$ cat config.mk
export PLATFORM = sky130hd
export DESIGN_NAME = vbus_arbiter
export DESIGN_NICKNAME = d
export VERILOG_FILES = /design/src/rtl/vbus_pkg.sv /design/src/rtl/rr_arb2.sv /design/src/rtl/vbus_arbiter.sv
export SDC_FILE = /design/constraint.sdc
export NUM_CORES = 1
export LEC_CHECK = 0
export BUFFER_PORTS_ARGS = -buffer_cell sky130_fd_sc_hd__buf_2
export CORE_AREA = 2 2 162 164
export DETAILED_ROUTE_END_ITERATION = 10
export DIE_AREA = 0 0 164 166
export PLACE_DENSITY_LB_ADDON = 0.05
export SLEW_MARGIN = 20
export SYNTH_ARGS = -nofsm -noshare
export SYNTH_HDL_FRONTEND = slang
export SYNTH_HIERARCHICAL = 1
export SYNTH_SLANG_ARGS = --single-unit
$ cat constraint.sdc
create_clock -name sck -period 3.5 [get_ports sck]
set_clock_uncertainty 0.2 [all_clocks]
set_input_delay 0.7 -clock sck [delete_from_list [all_inputs] [get_ports sck]]
set_output_delay 0.7 -clock sck [all_outputs]
set_load 0.02 [all_outputs]
$ cat src/rtl/vbus_pkg.sv
// Shared types and constants for the virtual-bus SRAM arbiter.
package vbus_pkg;

  typedef enum logic [2:0] {
    ST_IDLE = 3'd0,
    ST_LO   = 3'd1,
    ST_HI   = 3'd2,
    ST_TAIL = 3'd3,
    ST_ACK  = 3'd4
  } state_t;

  // SRAM frame layout: {rw, data16, word_addr18, half}
  localparam int unsigned FRAME_W  = 36;
  localparam int unsigned RW_BIT   = 35;
  localparam int unsigned DATA_MSB = 34;
  localparam int unsigned DATA_LSB = 19;
  localparam int unsigned ADDR_MSB = 18;
  localparam int unsigned ADDR_LSB = 1;
  localparam int unsigned HALF_BIT = 0;

  // addr[31:20] value that selects the SRAM
  localparam logic [11:0] SRAM_REGION = 12'h001;

  // Port indices, also used as req/gnt bit positions
  localparam logic PORT_I = 1'b0;
  localparam logic PORT_D = 1'b1;

  function automatic logic [FRAME_W-1:0] make_frame(
    input logic        rw,
    input logic [15:0] data,
    input logic [17:0] word_addr,
    input logic        half
  );
    logic [FRAME_W-1:0] f;
    f                    = '0;
    f[RW_BIT]            = rw;
    f[DATA_MSB:DATA_LSB] = data;
    f[ADDR_MSB:ADDR_LSB] = word_addr;
    f[HALF_BIT]          = half;
    return f;
  endfunction

endpackage

$ cat src/rtl/rr_arb2.sv
// Two-requester round-robin arbiter; the last-grant history lives in the parent.
module rr_arb2
  import vbus_pkg::*;
(
  input  logic [1:0] req,
  input  logic       last,
  input  logic       enable,
  output logic [1:0] gnt,
  output logic       gnt_idx
);

  // Pick the lone requester, or on a tie the one not granted last time.
  always_comb begin
    gnt     = '0;
    gnt_idx = PORT_I;
    if (enable) begin
      case (req)
        2'b01:   gnt_idx = PORT_I;
        2'b10:   gnt_idx = PORT_D;
        2'b11:   gnt_idx = ~last;
        default: gnt_idx = PORT_I;
      endcase
      if (req != 2'b00) begin
        gnt = (gnt_idx == PORT_D) ? 2'b10 : 2'b01;
      end
    end
  end

endmodule

$ cat src/rtl/vbus_arbiter.sv
// Arbitrates ports I and D onto the serial data SRAM, splitting each 32-bit
// access into low/high 16-bit frames and reassembling read data.
module vbus_arbiter
  import vbus_pkg::*;
#(
  parameter logic [11:0] REGION = SRAM_REGION
) (
  input  logic        sck,
  input  logic        rst,
  input  logic        i_req,
  input  logic        i_rw,
  input  logic [31:0] i_addr,
  input  logic [31:0] i_wdata,
  output logic        i_ack,
  output logic        i_err,
  output logic [31:0] i_rdata,
  input  logic        d_req,
  input  logic        d_rw,
  input  logic [31:0] d_addr,
  input  logic [31:0] d_wdata,
  output logic        d_ack,
  output logic        d_err,
  output logic [31:0] d_rdata,
  output logic        sram_cs_n,
  output logic [35:0] sram_mosi,
  input  logic [15:0] sram_miso,
  output logic        busy
);

  state_t state, next_state;

  logic        last_grant;
  logic [1:0]  gnt;
  logic        gnt_idx;
  logic        grant;

  logic        sel_rw;
  logic [31:0] sel_addr;
  logic [31:0] sel_wdata;
  logic        sel_in_region;

  logic        lat_rw;
  logic [17:0] lat_addr;
  logic [31:0] lat_wdata;
  logic [15:0] rd_lo;

  logic        ack_fire;
  logic        ack_err;
  logic [31:0] ack_data;
  logic        ack_port;

  logic        cs_n_nxt;
  logic [35:0] mosi_nxt;
  logic        i_ack_nxt, d_ack_nxt;
  logic        i_err_nxt, d_err_nxt;
  logic [31:0] i_rdata_nxt, d_rdata_nxt;

  logic        unused_addr_bits;

  rr_arb2 u_arb (
    .req    ({d_req, i_req}),
    .last   (last_grant),
    .enable (state == ST_IDLE),
    .gnt    (gnt),
    .gnt_idx(gnt_idx)
  );

  assign grant         = |gnt;
  assign sel_rw        = (gnt_idx == PORT_D) ? d_rw    : i_rw;
  assign sel_addr      = (gnt_idx == PORT_D) ? d_addr  : i_addr;
  assign sel_wdata     = (gnt_idx == PORT_D) ? d_wdata : i_wdata;
  assign sel_in_region = (sel_addr[31:20] == REGION);
  assign busy          = (state != ST_IDLE);

  // Byte-lane bits carry no meaning for word accesses.
  assign unused_addr_bits = ^sel_addr[1:0];

  // State register.
  always_ff @(posedge sck) begin
    if (rst) begin
      state <= ST_IDLE;
    end else begin
      state <= next_state;
    end
  end

  // Next state plus the values every registered output takes at the next edge.
  // Frames and acks are computed one state early so they appear registered
  // in the cycle the FSM enters LO/HI/ACK.
  always_comb begin
    next_state = state;
    cs_n_nxt   = 1'b1;
    mosi_nxt   = sram_mosi;
    ack_fire   = 1'b0;
    ack_port   = last_grant;
    ack_err    = 1'b0;
    ack_data   = '0;

    case (state)
      ST_IDLE: begin
        if (grant) begin
          if (sel_in_region) begin
            next_state = ST_LO;
            cs_n_nxt   = 1'b0;
            mosi_nxt   = make_frame(sel_rw, sel_wdata[15:0], sel_addr[19:2], 1'b0);
          end else begin
            next_state = ST_ACK;
            ack_fire   = 1'b1;
            ack_port   = gnt_idx;
            ack_err    = 1'b1;
          end
        end
      end
      ST_LO: begin
        next_state = ST_HI;
        cs_n_nxt   = 1'b0;
        mosi_nxt   = make_frame(lat_rw, lat_wdata[31:16], lat_addr, 1'b1);
      end
      ST_HI: begin
        next_state = ST_TAIL;
      end
      ST_TAIL: begin
        // High half is taken straight from sram_miso into the ack register,
        // standing in for a separate rd_hi flop.
        next_state = ST_ACK;
        ack_fire   = 1'b1;
        ack_data   = lat_rw ? 32'h0 : {sram_miso, rd_lo};
      end
      ST_ACK: begin
        next_state = ST_IDLE;
      end
      default: begin
        next_state = ST_IDLE;
      end
    endcase

    i_ack_nxt   = ack_fire && (ack_port == PORT_I);
    d_ack_nxt   = ack_fire && (ack_port == PORT_D);
    i_err_nxt   = i_ack_nxt ? ack_err  : i_err;
    d_err_nxt   = d_ack_nxt ? ack_err  : d_err;
    i_rdata_nxt = i_ack_nxt ? ack_data : i_rdata;
    d_rdata_nxt = d_ack_nxt ? ack_data : d_rdata;
  end

  // Registered outputs, latched request fields and the low-half read capture.
  always_ff @(posedge sck) begin
    if (rst) begin
      sram_cs_n  <= 1'b1;
      sram_mosi  <= '0;
      i_ack      <= 1'b0;
      d_ack      <= 1'b0;
      i_err      <= 1'b0;
      d_err      <= 1'b0;
      i_rdata    <= '0;
      d_rdata    <= '0;
      last_grant <= PORT_I;
      lat_rw     <= 1'b0;
      lat_addr   <= '0;
      lat_wdata  <= '0;
      rd_lo      <= '0;
    end else begin
      sram_cs_n <= cs_n_nxt;
      sram_mosi <= mosi_nxt;
      i_ack     <= i_ack_nxt;
      d_ack     <= d_ack_nxt;
      i_err     <= i_err_nxt;
      d_err     <= d_err_nxt;
      i_rdata   <= i_rdata_nxt;
      d_rdata   <= d_rdata_nxt;
      if ((state == ST_IDLE) && grant) begin
        last_grant <= gnt_idx;
        lat_rw     <= sel_rw;
        lat_addr   <= sel_addr[19:2];
        lat_wdata  <= sel_wdata;
      end
      if ((state == ST_HI) && !lat_rw) begin
        rd_lo <= sram_miso;
      end
    end
  end

endmodule

==> results of run 1 <==
## cells in the mapped netlist, drive strengths merged
library cell    n  area, um^2
o32ai           2        17.5
or3             2        12.5
mux2            2        22.5
o211ai          1        7.51
clkinv          1        3.75
mux2i          55         551
a211oi         34         255
nor3b          36         275
o21a            1        7.51
clkbuf         62         236
nand4           2        12.5
nor2           75         298
o21ai          62         310
dfxtp         160        3200
nor3            8        56.3
buf            34         178
nor4            4        25.0
a41o            2        21.3
nand3b          1        7.51
and4            2        17.5
xnor2           1        8.76
nor2b           1        6.26
a21oi          23         115
o221ai         34         298
a32oi          35         307
nand2         107         402
nand3         130         651
and2           37         231
inv             4        15.0
nand2b          1        6.26
## cell families after synthesis
group           Yosys count  share of synthesized area, %
flops                   160                          42.4
xor+xnor                  1                         0.116
mux                      57                          7.58
buf+inv                 101                          5.73
simple gates            406                          26.5
compound gates          194                          17.7
## worst min-delay path, cell delays in order, from the launching register on
cell and delay, ps:
dfxtp_1 310, nand2_1 50, o21ai_0 60
## worst min-delay path by stage
stage                 from          end  slack [ps]  depth (start not counted)
2_1_floorplan     rd_lo[0]     rd_lo[0]         250                          2
3_3_place_gp   d_rdata[11]  d_rdata[11]         240                          2
3_5_place_dp   i_rdata[25]  i_rdata[25]         250                          2
4_1_cts        i_rdata[16]  i_rdata[16]         260                          2
5_1_grt         i_rdata[7]   i_rdata[7]         270                          2
6_report       i_rdata[16]  i_rdata[16]         260                          2
## cell type report
| cell class | instances | area share [%] |
|---|---|---|
| repair buffers | 271 | 15.1 |
| inverters | 5 | 0.220 |
| flip-flops and latches | 160 | 33.2 |
| well taps | 335 | 4.34 |
| multi-input cells | 658 | 41.1 |
| clock buffers | 18 | 4.45 |
| clock inverters | 14 | 1.57 |
## report_power, final
group          internal [mW]  leakage [nW]  switching, mW
combinational          0.206          2.47          0.348
sequential              1.89          1.30         0.0487
clock                  0.950         0.266          0.886
## stage by stage
step                area, um^2  power (mW)
CTS                       9650        4.40
global placement          9070        2.54
detailed placement        9070        2.54
finish                    9650        4.33
floorplan                 7560        2.32
global route              9650        4.53
## flip-flops by register name, indices dropped and copies added (netlist names)
| name | cells |
|---|---|
| state | 3 |
| lat_addr | 18 |
| rd_lo | 16 |
| d_rdata | 32 |
| d_err | 1 |
| sram_mosi | 36 |
| i_err | 1 |
| d_ack | 1 |
| last_grant | 1 |
| i_ack | 1 |
| i_rdata | 32 |
| lat_wdata | 16 |
| lat_rw | 1 |
| sram_cs_n | 1 |
## per-layer routing
metal | global-route usage [%] | wire length, um | share of wire [%]
met1 | 26.4 | 12400 | 48
met2 | 29.4 | 11500 | 45
met3 | 4.00 | 1550 | 6.0
met4 | 4.50 | 250 | 0.97
met5 | 0 | 0 | 0
==> impl_metrics.ini, run 1 <==
[worst_setup_path]
endpoint = i_ack
r2r_start = state[0]
worstPathMaxFanout = 33
reg2reg_setup_slack_ps = 340
end_kind = flop
path_cells = or3_1, inv_1, nand2_1, a21oi_4, and2_1, nand4_1, a41o_2, and2_1
slowest_delay_ps = 610
critPathTopFamily = simple AND/OR/NAND/NOR gates
cp.depth = 8
cp_data_arrival_time_ps = 3290
r2r.worst_path.cells = 8
rr_endpoint = i_ack
crit_start = state[0]
cp_slowest_cell = a41o_2
start_kind = flop
crit_required_ps = 3630
critPathMostFrequentCell = and2_1
critical_path_class = reg -> reg
cp.buffers_inverters = 1

[placement]
pre_cts_slack_ps = 297
gp_congestion = 0.744
port_buffers = 251
place_inst = 1429
hpwl_um = 16000

[routing]
drtIter0Drc = 477
vias = 7443
ant_nets = 0
drcViolationCount = 0
dr.pass1.iters = 5
drt_wl_total_um = 25700
wire_per_inst_um = 17.6
via_per_inst = 5.09

[die]
die_h_um = 166
core_area_um2 = 25600
core.rowCount = 59
ios = 256
die-area_um2 = 27200
start_util_pct = 29.5
die_w_um = 164

[sta]
hold_slack_ps = 255
setup_ws_ps = 339
tns_ps = 0
fmax_mhz = 316
rsz0062_at_grt = no
post-route-period-util_pct = 90.3
hold_viol_final = 0
slew_viol_final = 0
period_needed_ps = 3160
slew-limit-headroom_pct = 53.4
setup_viol = 0
tightest_slew_ps = 699

[cells_and_area]
post-route-util_pct = 37.7
area_growth_pct = 27.7
final_cells = 1461
fillers = 2767
multi_input_area_um2 = 3970
regArea_um2 = 3200
final_common_cell = buf_2
insertedDiodeCount = 0
drive_gt1_share_pct = 28.0
layout_common_cells = buf_2 (250), dfxtp_1 (160), nand3_1 (130)
fin_nets = 1263

[synthesis]
avgSynthCellArea_um2 = 8.22
synth.cell_area_um2 = 7560
synthCells = 919
ys_seq_elements = 160
ys_seq_area_share_pct = 42.4
yosys_warnings = 6
mappedNetlistNets = 1069
ys_types = 40

[global_routing]
grt_first_pass_wirelength_um = 40500
grt_antenna_before_repair = 0
grt_pass1_vias = 7127
grt_max_degree = 112
grt-ovfl-total = 0
grt_usage_pct = 18.8

[min_path]
min_path_type = reg -> reg

[run_status]
outcome = finished clean

[cts]
numCtsBuffers = 17
htree_levels = 4
cts-resized-gates = 0
cts_buffer_depth = 2
postCtsHoldBufs = 0
cts_tree = yes
insertion_delay_ps = 420
root_buffer = clkbuf_16
cts_setup_buffers = 0
clk_pin_slew_ps = 80
cts_sinks = 160

[run]
maxCapViolations = 0

[power]
ir_drop_uv = 222
p_leak_nw = 4.03
powerDensity_nw_per_um2 = 449
Note: power is estimated with default switching activity, not from simulation.
==> run 2: changes to the inputs <==
Settings changed: GPL_TIMING_DRIVEN from default to 0.
==> impl_metrics.ini, run 2 (same netlist as run 1, synthesis figures left out) <==
[run_status]
outcome = finished clean

[placement]
port_buffers = 250
gp_congestion = 0.792
pre_cts_slack_ps = -13.5
hpwl_um = 20900
place_area_um2 = 9230
place_inst = 1504

[worst_setup_path]
endpoint = sram_mosi[32]
crit_required_ps = 3670
r2r_start = state[2]
critical_path_class = reg -> reg
start_kind = flop
r2r.worst_path.cells = 11
cp_slowest_cell = clkbuf_1
crit_start = state[2]
end_kind = flop
slowest_delay_ps = 490
worstPathMaxFanout = 10
critPathMostFrequentCell = clkbuf_1
cp_data_arrival_time_ps = 3360
reg2reg_setup_slack_ps = 300
path_cells = or3_1, buf_4, inv_1, nand2_1, a21oi_1, and2_1, and4_1, clkbuf_1, clkbuf_1, o221ai_1, nand3_1
rr_endpoint = sram_mosi[32]

[power]
finalPower_mw = 4.41
powerDensity_nw_per_um2 = 449
p_leak_nw = 4.15
ir_drop_uv = 238

[die]
start_util_pct = 29.5
die-area_um2 = 27200
core.rowCount = 59
die_h_um = 166
core_area_um2 = 25600
ios = 256
die_w_um = 164

[routing]
ant_nets = 0
drcViolationCount = 0
vias = 7828
dr.pass1.iters = 6
wire_per_inst_um = 18.5
drtIter0Drc = 489
via_per_inst = 5.10
drt_wl_total_um = 28400

[cts]
insertion_delay_ps = 430
cts_tree = yes
htree_levels = 4
cts_sinks = 160
clk_pin_slew_ps = 80
cts_buffer_depth = 2
root_buffer = clkbuf_16
numCtsBuffers = 17

[cells_and_area]
fin_nets = 1338
largest_register_ffs = 36
fillers = 2730
reg_top3 = sram_mosi x36, d_rdata x32, i_rdata x32
drive_gt1_share_pct = 26.6
layout_common_cells = buf_2 (272), dfxtp_1 (160), nand3_1 (130)
regArea_um2 = 3200
multi_input_area_um2 = 3920
post-route-util_pct = 38.3
area_growth_pct = 30.0
top_register = sram_mosi
insertedDiodeCount = 0
stdcell_area_um2 = 9820
final_common_cell = buf_2
final_cells = 1536

[sta]
slew-limit-headroom_pct = 31.7
post-route-period-util_pct = 91.3
rsz0062_at_grt = no
setup_viol = 0
hold_viol_final = 0
period_needed_ps = 3200
slew_viol_final = 0
tightest_slew_ps = 1020
fmax_mhz = 313
tns_ps = 0
setup_ws_ps = 303
hold_slack_ps = 257

[global_routing]
grt_max_degree = 19
grt_first_pass_wirelength_um = 44100
grt_pass1_vias = 7505
grt_usage_pct = 20.9
grt_antenna_before_repair = 0
grt-ovfl-total = 0

[run]
maxCapViolations = 0

[min_path]
min_path_type = reg -> reg
min_from = i_rdata[5]
-- run 2: repair_timing --
item | 4_1_cts | 5_1_grt
hold buffers | 0 | 0
resized for setup | 1 | 0
buffers inserted | 0 | 0
endpoints found under the setup margin | 4 | 0
-- run 2: per-layer routing --
layer	track usage, %	vias up	wire [um]
met3	3.87	16	1890
met4	3.97	0	222
met5	0	-	0
li1	-	3863	-
met2	32.2	273	12600
met1	30.6	3676	13800
-- run 2: worst max-delay path: cells and delay by family, from the launching register on --
kind | cells | cell delay, ps
compound gates | 2 | 490
flops | 1 | 380
simple gates | 5 | 930
buf+inv | 4 | 1140
-- run 2: worst min-delay path by stage --
stage | to | slack [ps] | depth (start not counted)
2_1_floorplan | rd_lo[0] | 250 | 2
3_3_place_gp | d_rdata[10] | 250 | 2
3_5_place_dp | i_rdata[10] | 250 | 2
4_1_cts | i_rdata[10] | 260 | 2
5_1_grt | d_rdata[4] | 280 | 2
6_report | i_rdata[5] | 260 | 2
-- run 2: power breakdown --
part | total, mW | internal, mW | switching (mW)
registers | 1.94 | 1.89 | 0.0528
clock network | 1.88 | 0.961 | 0.914
logic | 0.593 | 0.218 | 0.375
-- run 2: layout make-up --
cell class | count | share of cell area [%]
timing repair buffer | 250 | 12.7
sequential | 160 | 32.6
buffer | 96 | 4.23
tap | 335 | 4.27
clock buffer | 17 | 4.33
inverter | 5 | 0.191
multi-input combinational | 658 | 39.9
clock inverter | 15 | 1.71
==> run 3: changes to the inputs <==
Settings changed: CORE_AREA 2 2 162 164 to 2 2 132 121, DIE_AREA 0 0 164 166 to 0 0 134 123, RECOVER_POWER from default to 50.
==> impl_metrics.ini, run 3 (same netlist as run 1, synthesis figures left out) <==
[run_status]
outcome = finished clean

[run]
maxCapViolations = 0

[die]
start_util_pct = 50.0
core.rowCount = 43
die_w_um = 134
ios = 256
die_h_um = 123
core_area_um2 = 15100
die-area_um2 = 16500

[worst_setup_path]
crit_required_ps = 3600
critical_path_class = reg -> reg
end_kind = flop
start_kind = flop
cp_data_arrival_time_ps = 3300
worstPathMaxFanout = 10

[cells_and_area]
stdcell_area_um2 = 9510
regArea_um2 = 3200
insertedDiodeCount = 0
reg_top3 = sram_mosi x36, d_rdata x32, i_rdata x32
layout_common_cells = clkbuf_1 (170), buf_2 (165), dfxtp_1 (160)
final_cells = 1403
post-route-util_pct = 62.9
final_common_cell = clkbuf_1
drive_gt1_share_pct = 17.4
area_growth_pct = 25.8
multi_input_area_um2 = 3920
fin_nets = 1338
fillers = 1436
largest_register_ffs = 36
top_register = sram_mosi

[global_routing]
grt-ovfl-total = 0
grt-busiest-layer = met2
grt_pass1_vias = 7337
grtUsageMet1_pct = 44.2
grt_first_pass_wirelength_um = 39400
grt_antenna_before_repair = 0
grt.met3_usage_pct = 5.99
grt_max_degree = 18
grt_usage_pct = 30.5
use_met2_pct = 46.6

[cts]
root_buffer = clkbuf_16
insertion_delay_ps = 430
cts_tree = yes
cts_setup_buffers = 0
htree_levels = 4
postCtsHoldBufs = 0
numCtsBuffers = 17
clk_pin_slew_ps = 70
cts_sinks = 160
cts_buffer_depth = 2

[power]
p_leak_nw = 3.67
powerDensity_nw_per_um2 = 465
ir_drop_uv = 419
finalPower_mw = 4.42

[sta]
hold_viol_final = 0
tightest_slew_ps = 754
fmax_mhz = 312
slew-limit-headroom_pct = 49.7
post-route-period-util_pct = 91.5
hold_slack_ps = 262
slew_viol_final = 0
setup_ws_ps = 298
rsz0062_at_grt = no
tns_ps = 0
period_needed_ps = 3200
setup_viol = 0

[routing]
drt_wl_total_um = 25500
vias = 8066
dr.pass1.iters = 5
via_per_inst = 5.75
ant_nets = 0
drcViolationCount = 0
wire_per_inst_um = 18.2
drtIter0Drc = 642

[placement]
hpwl_um = 18000
place_area_um2 = 9060
port_buffers = 250
gp_congestion = 0.827
place_inst = 1371
pre_cts_slack_ps = 52.2

[min_path]
min_path_type = reg -> reg
==> run 3: changes by cell type in the layout (fill, tap and decap cells not counted), sizes merged <==
cell and delta:
clkinvlp +4, clkinv -6, clkbuf +112, buf -112, inv +1, bufinv +1
==> run 3: layout make-up <==
class / instances / area share [%]
Multi-Input combinational cell: 658 / 41.2
Buffer: 96 / 4.24
Tap cell: 202 / 2.66
Inverter: 5 / 0.197
Sequential cell: 160 / 33.7
Clock buffer: 17 / 4.47
Clock inverter: 15 / 1.76
Timing Repair Buffer: 250 / 11.8
==> run 3: critical path, stage by stage (launching register included) <==
cell and delay (ps):
dfxtp_1 370, or3_1 380, buf_4 180, inv_1 80, nand2_1 70, a21oi_1 180, clkbuf_2 410, a41o_1 230
clkbuf_1 370, clkbuf_1 420, o21ai_0 180
==> run 3: worst paths after layout <==
check / startpoint / endpoint / slack (ps) / cells past startpoint
max: state[2] / d_rdata[18] / 300 / 10
min: d_rdata[19] / d_rdata[19] / 260 / 2
max reg2reg: state[2] / d_rdata[18] / 300 / 10
min reg2reg: d_rdata[19] / d_rdata[19] / 260 / 2
==> run 3: power by group <==
group	internal [mW]	total (mW)	switching, mW
registers	1.89	1.94	0.0536
clock network	1.02	1.90	0.880
logic	0.212	0.582	0.370
total	3.12	4.42	1.30
==> run 3: layer usage <==
layer	up-vias	part of all wire, %
met3	20	8.2
met1	3790	46
met4	0	1.1
li1	3882	-
met2	374	44
met5	-	0
==> run 3: what timing repair did <==
action,CTS,global route
resized for setup,0,3
endpoints found under the hold margin,0,0
setup endpoints to repair,0,29
